$ cat src/rtl/product_collector_if.sv
// product_collector_if
//
// Purpose: groups the product push handshake and the pop/read-back bus of the
// product collector so that producer/reader and collector share one bundle.
//
// Signals:
//   in_valid  producer -> collector  product/mode valid this cycle
//   in_ready  collector -> producer  collector can accept a product
//   product   producer -> collector  raw product from the multiplier
//   mode      producer -> collector  width mode tag (0,1: 64b, 2: 96b, 3: full)
//   rd_req    reader    -> collector  pop the oldest entry
//   rd_valid  collector -> reader     one-cycle pulse, rd_data/rd_mode valid
//   rd_data   collector -> reader     popped masked product
//   rd_mode   collector -> reader     mode tag of the popped entry
//
// Modports: master = producer/reader side, slave = collector side.

interface product_collector_if #(
    parameter int WIDTH = 128
);
    logic             in_valid;
    logic             in_ready;
    logic [WIDTH-1:0] product;
    logic [1:0]       mode;
    logic             rd_req;
    logic             rd_valid;
    logic [WIDTH-1:0] rd_data;
    logic [1:0]       rd_mode;

    modport master (
        output in_valid,
        output product,
        output mode,
        output rd_req,
        input  in_ready,
        input  rd_valid,
        input  rd_data,
        input  rd_mode
    );

    modport slave (
        input  in_valid,
        input  product,
        input  mode,
        input  rd_req,
        output in_ready,
        output rd_valid,
        output rd_data,
        output rd_mode
    );
endinterface

$ cat src/rtl/product_collector.sv
// product_collector
//
// Purpose: result-capture buffer at the output of the multiplier datapath.
// Each accepted product is masked to the width of its mode, stored with its
// mode tag in a DEPTH-entry in-order buffer, and folded into a running XOR
// checksum. A reader pops entries oldest-first; sticky flags record products
// dropped while full and pops attempted while empty.
//
// Ports:
//   clock      sole clock, rising edge
//   reset      asynchronous, active-low
//   clear      synchronous clear of pointers, count, checksum and flags
//   bus        product_collector_if slave (push handshake + pop read-back)
//   count      number of entries held (0..DEPTH)
//   empty      count == 0
//   full       count == DEPTH
//   overflow   sticky: in_valid seen while in_ready was low
//   underflow  sticky: rd_req seen while empty
//   checksum   XOR of all accepted masked products since reset/clear

module product_collector #(
    parameter int DEPTH = 16,
    parameter int WIDTH = 128
) (
    input  logic                     clock,
    input  logic                     reset,
    input  logic                     clear,
    product_collector_if.slave       bus,
    output logic [$clog2(DEPTH):0]   count,
    output logic                     empty,
    output logic                     full,
    output logic                     overflow,
    output logic                     underflow,
    output logic [WIDTH-1:0]         checksum
);

    localparam int PTR_W = $clog2(DEPTH);
    localparam logic [PTR_W:0] FULL_COUNT = (PTR_W + 1)'(DEPTH);

    typedef enum logic [1:0] {
        OCC_EMPTY,
        OCC_PARTIAL,
        OCC_FULL
    } occ_state_t;

    occ_state_t       occ;
    logic [PTR_W-1:0] wr_ptr;
    logic [PTR_W-1:0] rd_ptr;
    logic [PTR_W:0]   next_count;
    logic             push_ok;
    logic             pop_ok;
    logic [WIDTH-1:0] masked;

    logic [WIDTH-1:0] mem_data [DEPTH];
    logic [1:0]       mem_mode [DEPTH];

    // Bits at or above the mode's result width are forced to zero.
    function automatic logic [WIDTH-1:0] mode_mask(input logic [1:0] m);
        int               keep;
        logic [WIDTH-1:0] r;
        case (m)
            2'd2:    keep = 96;
            2'd3:    keep = WIDTH;
            default: keep = 64;
        endcase
        for (int i = 0; i < WIDTH; i++) begin
            r[i] = (i < keep);
        end
        return r;
    endfunction

    // Occupancy is decoded from the registered count only, so in_ready,
    // empty and full never depend combinationally on in_valid or rd_req.
    always_comb begin
        occ = OCC_PARTIAL;
        if (count == '0) begin
            occ = OCC_EMPTY;
        end else if (count == FULL_COUNT) begin
            occ = OCC_FULL;
        end
    end

    assign empty        = (occ == OCC_EMPTY);
    assign full         = (occ == OCC_FULL);
    assign bus.in_ready = !full;

    assign masked  = bus.product & mode_mask(bus.mode);
    assign push_ok = bus.in_valid && bus.in_ready && !clear;
    assign pop_ok  = bus.rd_req && !empty && !clear;

    always_comb begin
        next_count = count;
        case ({push_ok, pop_ok})
            2'b10:   next_count = count + (PTR_W + 1)'(1);
            2'b01:   next_count = count - (PTR_W + 1)'(1);
            default: next_count = count;
        endcase
    end

    // Storage has no reset: clear and reset only move the pointers, the
    // stale contents are unreachable until overwritten.
    always_ff @(posedge clock) begin
        if (push_ok) begin
            mem_data[wr_ptr] <= masked;
            mem_mode[wr_ptr] <= bus.mode;
        end
    end

    always_ff @(posedge clock or negedge reset) begin
        if (!reset) begin
            wr_ptr       <= '0;
            rd_ptr       <= '0;
            count        <= '0;
            checksum     <= '0;
            overflow     <= 1'b0;
            underflow    <= 1'b0;
            bus.rd_valid <= 1'b0;
            bus.rd_data  <= '0;
            bus.rd_mode  <= '0;
        end else if (clear) begin
            // rd_data/rd_mode intentionally keep their last popped value.
            wr_ptr       <= '0;
            rd_ptr       <= '0;
            count        <= '0;
            checksum     <= '0;
            overflow     <= 1'b0;
            underflow    <= 1'b0;
            bus.rd_valid <= 1'b0;
        end else begin
            count        <= next_count;
            bus.rd_valid <= pop_ok;
            if (push_ok) begin
                wr_ptr   <= wr_ptr + 1'b1;
                checksum <= checksum ^ masked;
            end
            if (pop_ok) begin
                rd_ptr      <= rd_ptr + 1'b1;
                bus.rd_data <= mem_data[rd_ptr];
                bus.rd_mode <= mem_mode[rd_ptr];
            end
            if (bus.in_valid && !bus.in_ready) begin
                overflow <= 1'b1;
            end
            if (bus.rd_req && empty) begin
                underflow <= 1'b1;
            end
        end
    end

endmodule

$ cat src/flat_wrapper.sv
// flat-port wrapper written by rule: the top's interface ports become plain ports
module product_collector_flat 
#(
    parameter int DEPTH = 16,
    parameter int WIDTH = 128
)
  (clock, reset, clear, count, empty, full, overflow, underflow, checksum, bus_in_valid, bus_product, bus_mode, bus_rd_req, bus_in_ready, bus_rd_valid, bus_rd_data, bus_rd_mode);
  product_collector_if #(.WIDTH(WIDTH)) bus_i ();
  input  logic clock;
  input  logic reset;
  input  logic clear;
  output logic [$clog2(DEPTH):0] count;
  output logic empty;
  output logic full;
  output logic overflow;
  output logic underflow;
  output logic [WIDTH-1:0] checksum;
  input wire logic [$bits(bus_i.in_valid)-1:0] bus_in_valid;
  input wire logic [$bits(bus_i.product)-1:0] bus_product;
  input wire logic [$bits(bus_i.mode)-1:0] bus_mode;
  input wire logic [$bits(bus_i.rd_req)-1:0] bus_rd_req;
  output wire logic [$bits(bus_i.in_ready)-1:0] bus_in_ready;
  output wire logic [$bits(bus_i.rd_valid)-1:0] bus_rd_valid;
  output wire logic [$bits(bus_i.rd_data)-1:0] bus_rd_data;
  output wire logic [$bits(bus_i.rd_mode)-1:0] bus_rd_mode;
  assign bus_i.in_valid = bus_in_valid;
  assign bus_i.product = bus_product;
  assign bus_i.mode = bus_mode;
  assign bus_i.rd_req = bus_rd_req;
  assign bus_in_ready = bus_i.in_ready;
  assign bus_rd_valid = bus_i.rd_valid;
  assign bus_rd_data = bus_i.rd_data;
  assign bus_rd_mode = bus_i.rd_mode;
  product_collector #(.DEPTH(DEPTH), .WIDTH(WIDTH)) u_core (.clock(clock), .reset(reset), .clear(clear), .bus(bus_i), .count(count), .empty(empty), .full(full), .overflow(overflow), .underflow(underflow), .checksum(checksum));
endmodule
$ cat config.mk
export PLATFORM = sky130hd
export DESIGN_NAME = product_collector_flat
export DESIGN_NICKNAME = d
export VERILOG_FILES = /design/src/rtl/product_collector_if.sv /design/src/rtl/product_collector.sv /design/src/flat_wrapper.sv
export SDC_FILE = /design/constraint.sdc
export NUM_CORES = 2
export LEC_CHECK = 0
export CAP_MARGIN = 20
export CELL_PAD_IN_SITES_DETAIL_PLACEMENT = 0
export CELL_PAD_IN_SITES_GLOBAL_PLACEMENT = 1
export CORE_ASPECT_RATIO = 0.5
export CORE_MARGIN = 2
export CORE_UTILIZATION = 45
export DETAILED_ROUTE_END_ITERATION = 6
export PLACE_DENSITY_LB_ADDON = 0.1
export REMOVE_ABC_BUFFERS = 1
export SYNTH_ARGS = -nofsm -noshare
export SYNTH_HDL_FRONTEND = slang
export SYNTH_SLANG_ARGS = --single-unit
$ cat constraint.sdc
create_clock -name clock -period 17.8 [get_ports clock]
set_input_delay 2.67 -clock clock [delete_from_list [all_inputs] [get_ports clock]]
set_output_delay 2.67 -clock clock [all_outputs]
set_load 0.1 [all_outputs]
==> results_tabular.tex <==
\begin{tabular}{lr}
\hline
Metric & Value \\
\hline
\multicolumn{2}{l}{\textbf{Status}} \\
\quad Status & complete, no violations \\
\multicolumn{2}{l}{\textbf{Pwr}} \\
\quad Max IR drop VDD & 0.1513 mV \\
\quad Internal portion of total power & about 10 mW \\
\quad Total power density per cell area & 136.1 nW/um\^{}2 \\
\quad Comb power frac & between 20 and 25\% \\
\quad Net switching power of the design & 4.355 mW \\
\quad Overall power & 14.10 mW \\
\quad Switch share & 30.88\% \\
\quad Proportion of power drawn by flip-flops and latches & 45.6\% \\
\quad Leakage Power & 33.78 nW \\
\quad Clock group share of total power & 32.0\% \\
\multicolumn{2}{l}{\textbf{Critical path}} \\
\quad Slowest stage delay, CP & 1170 ps \\
\quad Stages on worst setup path & 3 \\
\quad Reg-to-reg critical path startpoint & u\_core.rd\_ptr[0]\$\_DFFE\_PN0P\_ \\
\quad Critical Path AT & 3410 ps \\
\quad Number of cells on the worst reg-to-reg path & 8 \\
\quad Required time at the worst-slack endpoint & 15130 ps \\
\quad Critical path launch point type & flop \\
\quad Worst reg-to-reg setup slack & 12400 ps \\
\quad Terminus of the critical flop-to-flop path & u\_core.bus.rd\_data[115]\$\_DFFE\_PN0P\_ \\
\quad Type of element capturing the critical path & primary output \\
\quad Maximum fanout count along the critical path & 9 \\
\quad Slowest-stage cell, CP & sky130\_fd\_sc\_hd\_\_clkdlybuf4s50\_1 \\
\quad Setup CP Type & flop to primary output \\
\quad Count of buffer and inverter cells on the critical path & 1 \\
\quad CP cell instances & or4\_1, nor2\_1, clkdlybuf4s50\_1 \\
\quad Family with the most delay on the worst path & buffers and inverters \\
\multicolumn{2}{l}{\textbf{Global routing}} \\
\quad Total global routing overflow & 0 \\
\quad Vias in the first global route & 45270 \\
\quad Global-route wire length before repair & 313000 um \\
\quad Global-route layer with the greatest usage & met2 \\
\quad Met3 track demand over resource in global routing & 3.019\% \\
\quad GRT Util Overall & about a fifth \\
\quad Antenna violations before repair & 3 \\
\quad Maximum number of pins on one net before global-route repair & $\sim$110 \\
\quad Met2 GRT Util & 34.19\% \\
\quad Met1 global-route usage & a little under a third \\
\multicolumn{2}{l}{\textbf{Placement}} \\
\quad Gp weighted congestion & 0.7219 \\
\quad Pre-CTS worst setup slack & 10820 ps \\
\quad Number of I/O port buffers & around 400 \\
\quad Post-detail-place hpwl & roughly 110000 um \\
\multicolumn{2}{l}{\textbf{Floorplan}} \\
\quad Starting Density & $\sim$46\% \\
\quad Die X-Extent & 636.4 um \\
\quad Die height & 320.2 um \\
\quad Die outline area & 203800 um\^{}2 \\
\quad Placeable core region & 197700 um\^{}2 \\
\quad FP Rows & 115 \\
\quad IO Pins & roughly 400 \\
\multicolumn{2}{l}{\textbf{Synthesis}} \\
\quad Gate count of the mapped netlist & 4260 \\
\quad Ys Warns & 0 \\
\quad Library cell occupying the most area in the post-synthesis netlist & sky130\_fd\_sc\_hd\_\_edfxtp\_1 \\
\quad Post-synth EDFFs & 2080 \\
\quad Proportion of register bits with asynchronous set or reset after synthesis & 11.64\% \\
\quad Cell area after synthesis & between 80000 and 90000 um\^{}2 \\
\quad Most used DFF post-synth & sky130\_fd\_sc\_hd\_\_edfxtp\_1 \\
\quad Area fraction of the dominant cell type after synthesis & about 69\% \\
\quad Average instance area after synthesis & 21.12 um\^{}2 \\
\quad Top cells by area in the synthesized netlist & sky130\_fd\_sc\_hd\_\_edfxtp\_1, sky130\_fd\_sc\_hd\_\_mux4\_2, sky130\_fd\_sc\_hd\_\_dfrtp\_1 \\
\quad FF+latch count, synth & approximately 2400 \\
\quad Sequential area share after synthesis & $\sim$77\% \\
\quad Count of unique library cells instantiated by Yosys & 45 \\
\multicolumn{2}{l}{\textbf{STA}} \\
\quad Max Fclk & 0.1644 GHz \\
\quad Skew final & 37.29 ps \\
\quad Setup repair after global routing missed its margin & no \\
\quad Number of setup violations in the final report & 0 \\
\quad Max-slew headroom at the worst pin & 27.69\% \\
\quad Crit path setup slack, layout & 11720 ps \\
\quad Minimum hold slack & 475.3 ps \\
\quad Post-route clock period utilization & 34.17\% \\
\quad Fin. max-slew vios & 0 \\
\quad Fin. Hold Viols & 0 \\
\quad Setup Total Neg Slack & 0 ps \\
\quad Minimum clock period & 6082 ps \\
\quad Transition time of the tightest slew-check pin & 1085 ps \\
\multicolumn{2}{l}{\textbf{Routing}} \\
\quad Vias & $\sim$42000 \\
\quad Detail-routed via count per cell & roughly 5.7 \\
\quad 1st-pass router iterations & 7 \\
\quad Total wire length after detailed routing & 214200 um \\
\quad Drc violations & 0 \\
\quad DR WL/cell & 28.62 um \\
\quad DRT antenna net count & 0 \\
\quad Starting DRT DRC Count & between 4000 and 5000 \\
\multicolumn{2}{l}{\textbf{Worst hold path}} \\
\quad Capture endpoint of the worst hold path & u\_core.bus.rd\_data[57]\$\_DFFE\_PN0P\_ \\
\quad Worst min path class & flop to flop \\
\quad Hold Crit Depth & 2 \\
\quad Worst Hold Launch & u\_core.bus.rd\_data[57]\$\_DFFE\_PN0P\_ \\
\multicolumn{2}{l}{\textbf{Clock network}} \\
\quad Longest Clk Path Bufs & 4 \\
\quad Buffer count from post-CTS setup fixing & 0 \\
\quad Clock network latency to the later pin of the worst-skew pair & 850 ps \\
\quad Quantity of gates resized following cts & 0 \\
\quad Number of buffers created by CTS & 211 \\
\quad Clock Root Buffer & sky130\_fd\_sc\_hd\_\_clkbuf\_16 \\
\quad Clock net sink count & about 2400 \\
\quad H-tree lvl count & 4 \\
\quad Clock slew seen by the registers of the worst setup and hold paths & around 70 ps \\
\quad Number of buffers inserted by hold repair at cts & 0 \\
\quad Clock tree from TritonCTS & yes \\
\multicolumn{2}{l}{\textbf{Run}} \\
\quad Max-cap viol count & 0 \\
\multicolumn{2}{l}{\textbf{Final layout}} \\
\quad Area Growth Syn to Fin & 15.18\% \\
\quad Number of nets in the layout & about 4800 \\
\quad Share of cells above drive strength 1 & 22.16\% \\
\hline
\end{tabular}
==> worst max-delay path by stage <==
stage                     slack (ps)                                   to                    startpoint
after CTS                      11660                                empty   u_core.count[2]$_DFFE_PN0P_
after detailed placement       10820     u_core.mem_data[13][6]$_DFFE_PP_                  bus_in_valid
after floorplan                -3690  u_core.bus.rd_data[113]$_DFFE_PN0P_  u_core.rd_ptr[0]$_DFFE_PN0P_
after global routing           11560    u_core.mem_data[13][50]$_DFFE_PP_                  bus_in_valid
final                          11720                                empty   u_core.count[2]$_DFFE_PN0P_
after global placement         10880    u_core.mem_data[13][56]$_DFFE_PP_                  bus_in_valid
==> worst min-delay path: stages, from the launching register on <==
cell	delay, ps
sky130_fd_sc_hd__dfrtp_1	340
sky130_fd_sc_hd__nand2_1	50
sky130_fd_sc_hd__nand2_1	50
==> synth_stat cells, types with 2 or more instances <==
cell type	instances
sky130_fd_sc_hd__a21boi_1	2
sky130_fd_sc_hd__and3_1	33
sky130_fd_sc_hd__nand4_1	2
sky130_fd_sc_hd__dfrtp_1	274
sky130_fd_sc_hd__xnor2_1	5
sky130_fd_sc_hd__nor4_1	2
sky130_fd_sc_hd__nor2b_1	2
sky130_fd_sc_hd__nor2_1	158
sky130_fd_sc_hd__clkbuf_1	168
sky130_fd_sc_hd__ha_1	7
sky130_fd_sc_hd__buf_1	19
sky130_fd_sc_hd__mux4_2	642
sky130_fd_sc_hd__xor2_1	132
sky130_fd_sc_hd__mux2_2	8
sky130_fd_sc_hd__nand2b_1	4
sky130_fd_sc_hd__and2_1	33
sky130_fd_sc_hd__buf_6	5
sky130_fd_sc_hd__inv_1	5
sky130_fd_sc_hd__buf_4	28
sky130_fd_sc_hd__edfxtp_1	2080
sky130_fd_sc_hd__a21oi_1	14
sky130_fd_sc_hd__o21ai_1	8
sky130_fd_sc_hd__nor3_1	10
sky130_fd_sc_hd__nand2_1	516
sky130_fd_sc_hd__o21ai_0	4
sky130_fd_sc_hd__nand3b_1	3
sky130_fd_sc_hd__mux2i_1	12
sky130_fd_sc_hd__buf_2	67
==> cell usage in the layout (no fill, tap or decap), drive strengths merged, types with 10 or more instances in the layout <==
master	count
clkbuf	287
clkdlybuf4s50	399
buf	97
edfxtp	2080
clkinv	64
nand2	516
a21oi	14
dfrtp	274
mux2i	12
o21ai	13
xor2	132
and2	33
nor2	159
mux4	642
and3	33
bufinv	15
nor3	10
==> power by group through the flow <==
stage               Sequential, mW  Combinational, mW  Clock [mW]
floorplan                     7.90               1.63           0
global placement              6.55               3.20           0
detailed placement            6.56               3.20           0
CTS                           6.44               3.21        4.63
global route                  6.46               3.33        4.85
finish                        6.43               3.16        4.51
==> layer usage <==
layer,part of all wire [%],up-vias,wire [um]
li1,-,17800,-
met1,45,23370,96460
met2,48,1078,103700
met3,4.8,250,10370
met4,1.7,0,3632
met5,0,-,0
==> registers in the layout, indices dropped and copies added, names as in the netlist <==
signal	cells
u_core.mem_data	2048
u_core.bus.rd_data	128
u_core.checksum	128
u_core.mem_mode	32
u_core.count	5
u_core.rd_ptr	4
u_core.wr_ptr	4
u_core.bus.rd_mode	2
u_core.bus.rd_valid	1
u_core.overflow	1
u_core.underflow	1
==> logic make-up after synthesis <==
group                      count (synthesis)  share of synthesized area, %
and+or+nand+nor                          771                         3.504
adders and majority gates                  7                       0.09734
buffers and inverters                    293                         1.474
muxes                                    663                         16.32
AOI/OAI and AO/OA                         35                        0.2336
DFF                                     2354                         77.04
xor gates and xnor gates                 137                         1.334
==> metrics by stage <==
stage / instance area (um^2) / instances / utilization, %
2_1_floorplan: 88670 / 3973 / -
3_3_place_gp: 96920 / 7101 / 49.02
3_5_place_dp: 96920 / 7101 / 49.02
4_1_cts: 103600 / 7479 / 52.42
5_1_grt: 103600 / 7479 / 52.42
6_report: 103600 / 7482 / 52.42
==> layout make-up <==
cell class,count,area [um^2]
Clock inverter,91,849.6
Fill cell,15520,94070
Timing Repair Buffer,496,4818
Clock buffer,287,5858
Inverter,6,27.53
Antenna cell,3,7.507
Tap cell,2632,3293
Sequential cell,2354,69330
Multi-Input combinational cell,1613,19450
No activity file was read; power rests on OpenSTA's default activity.
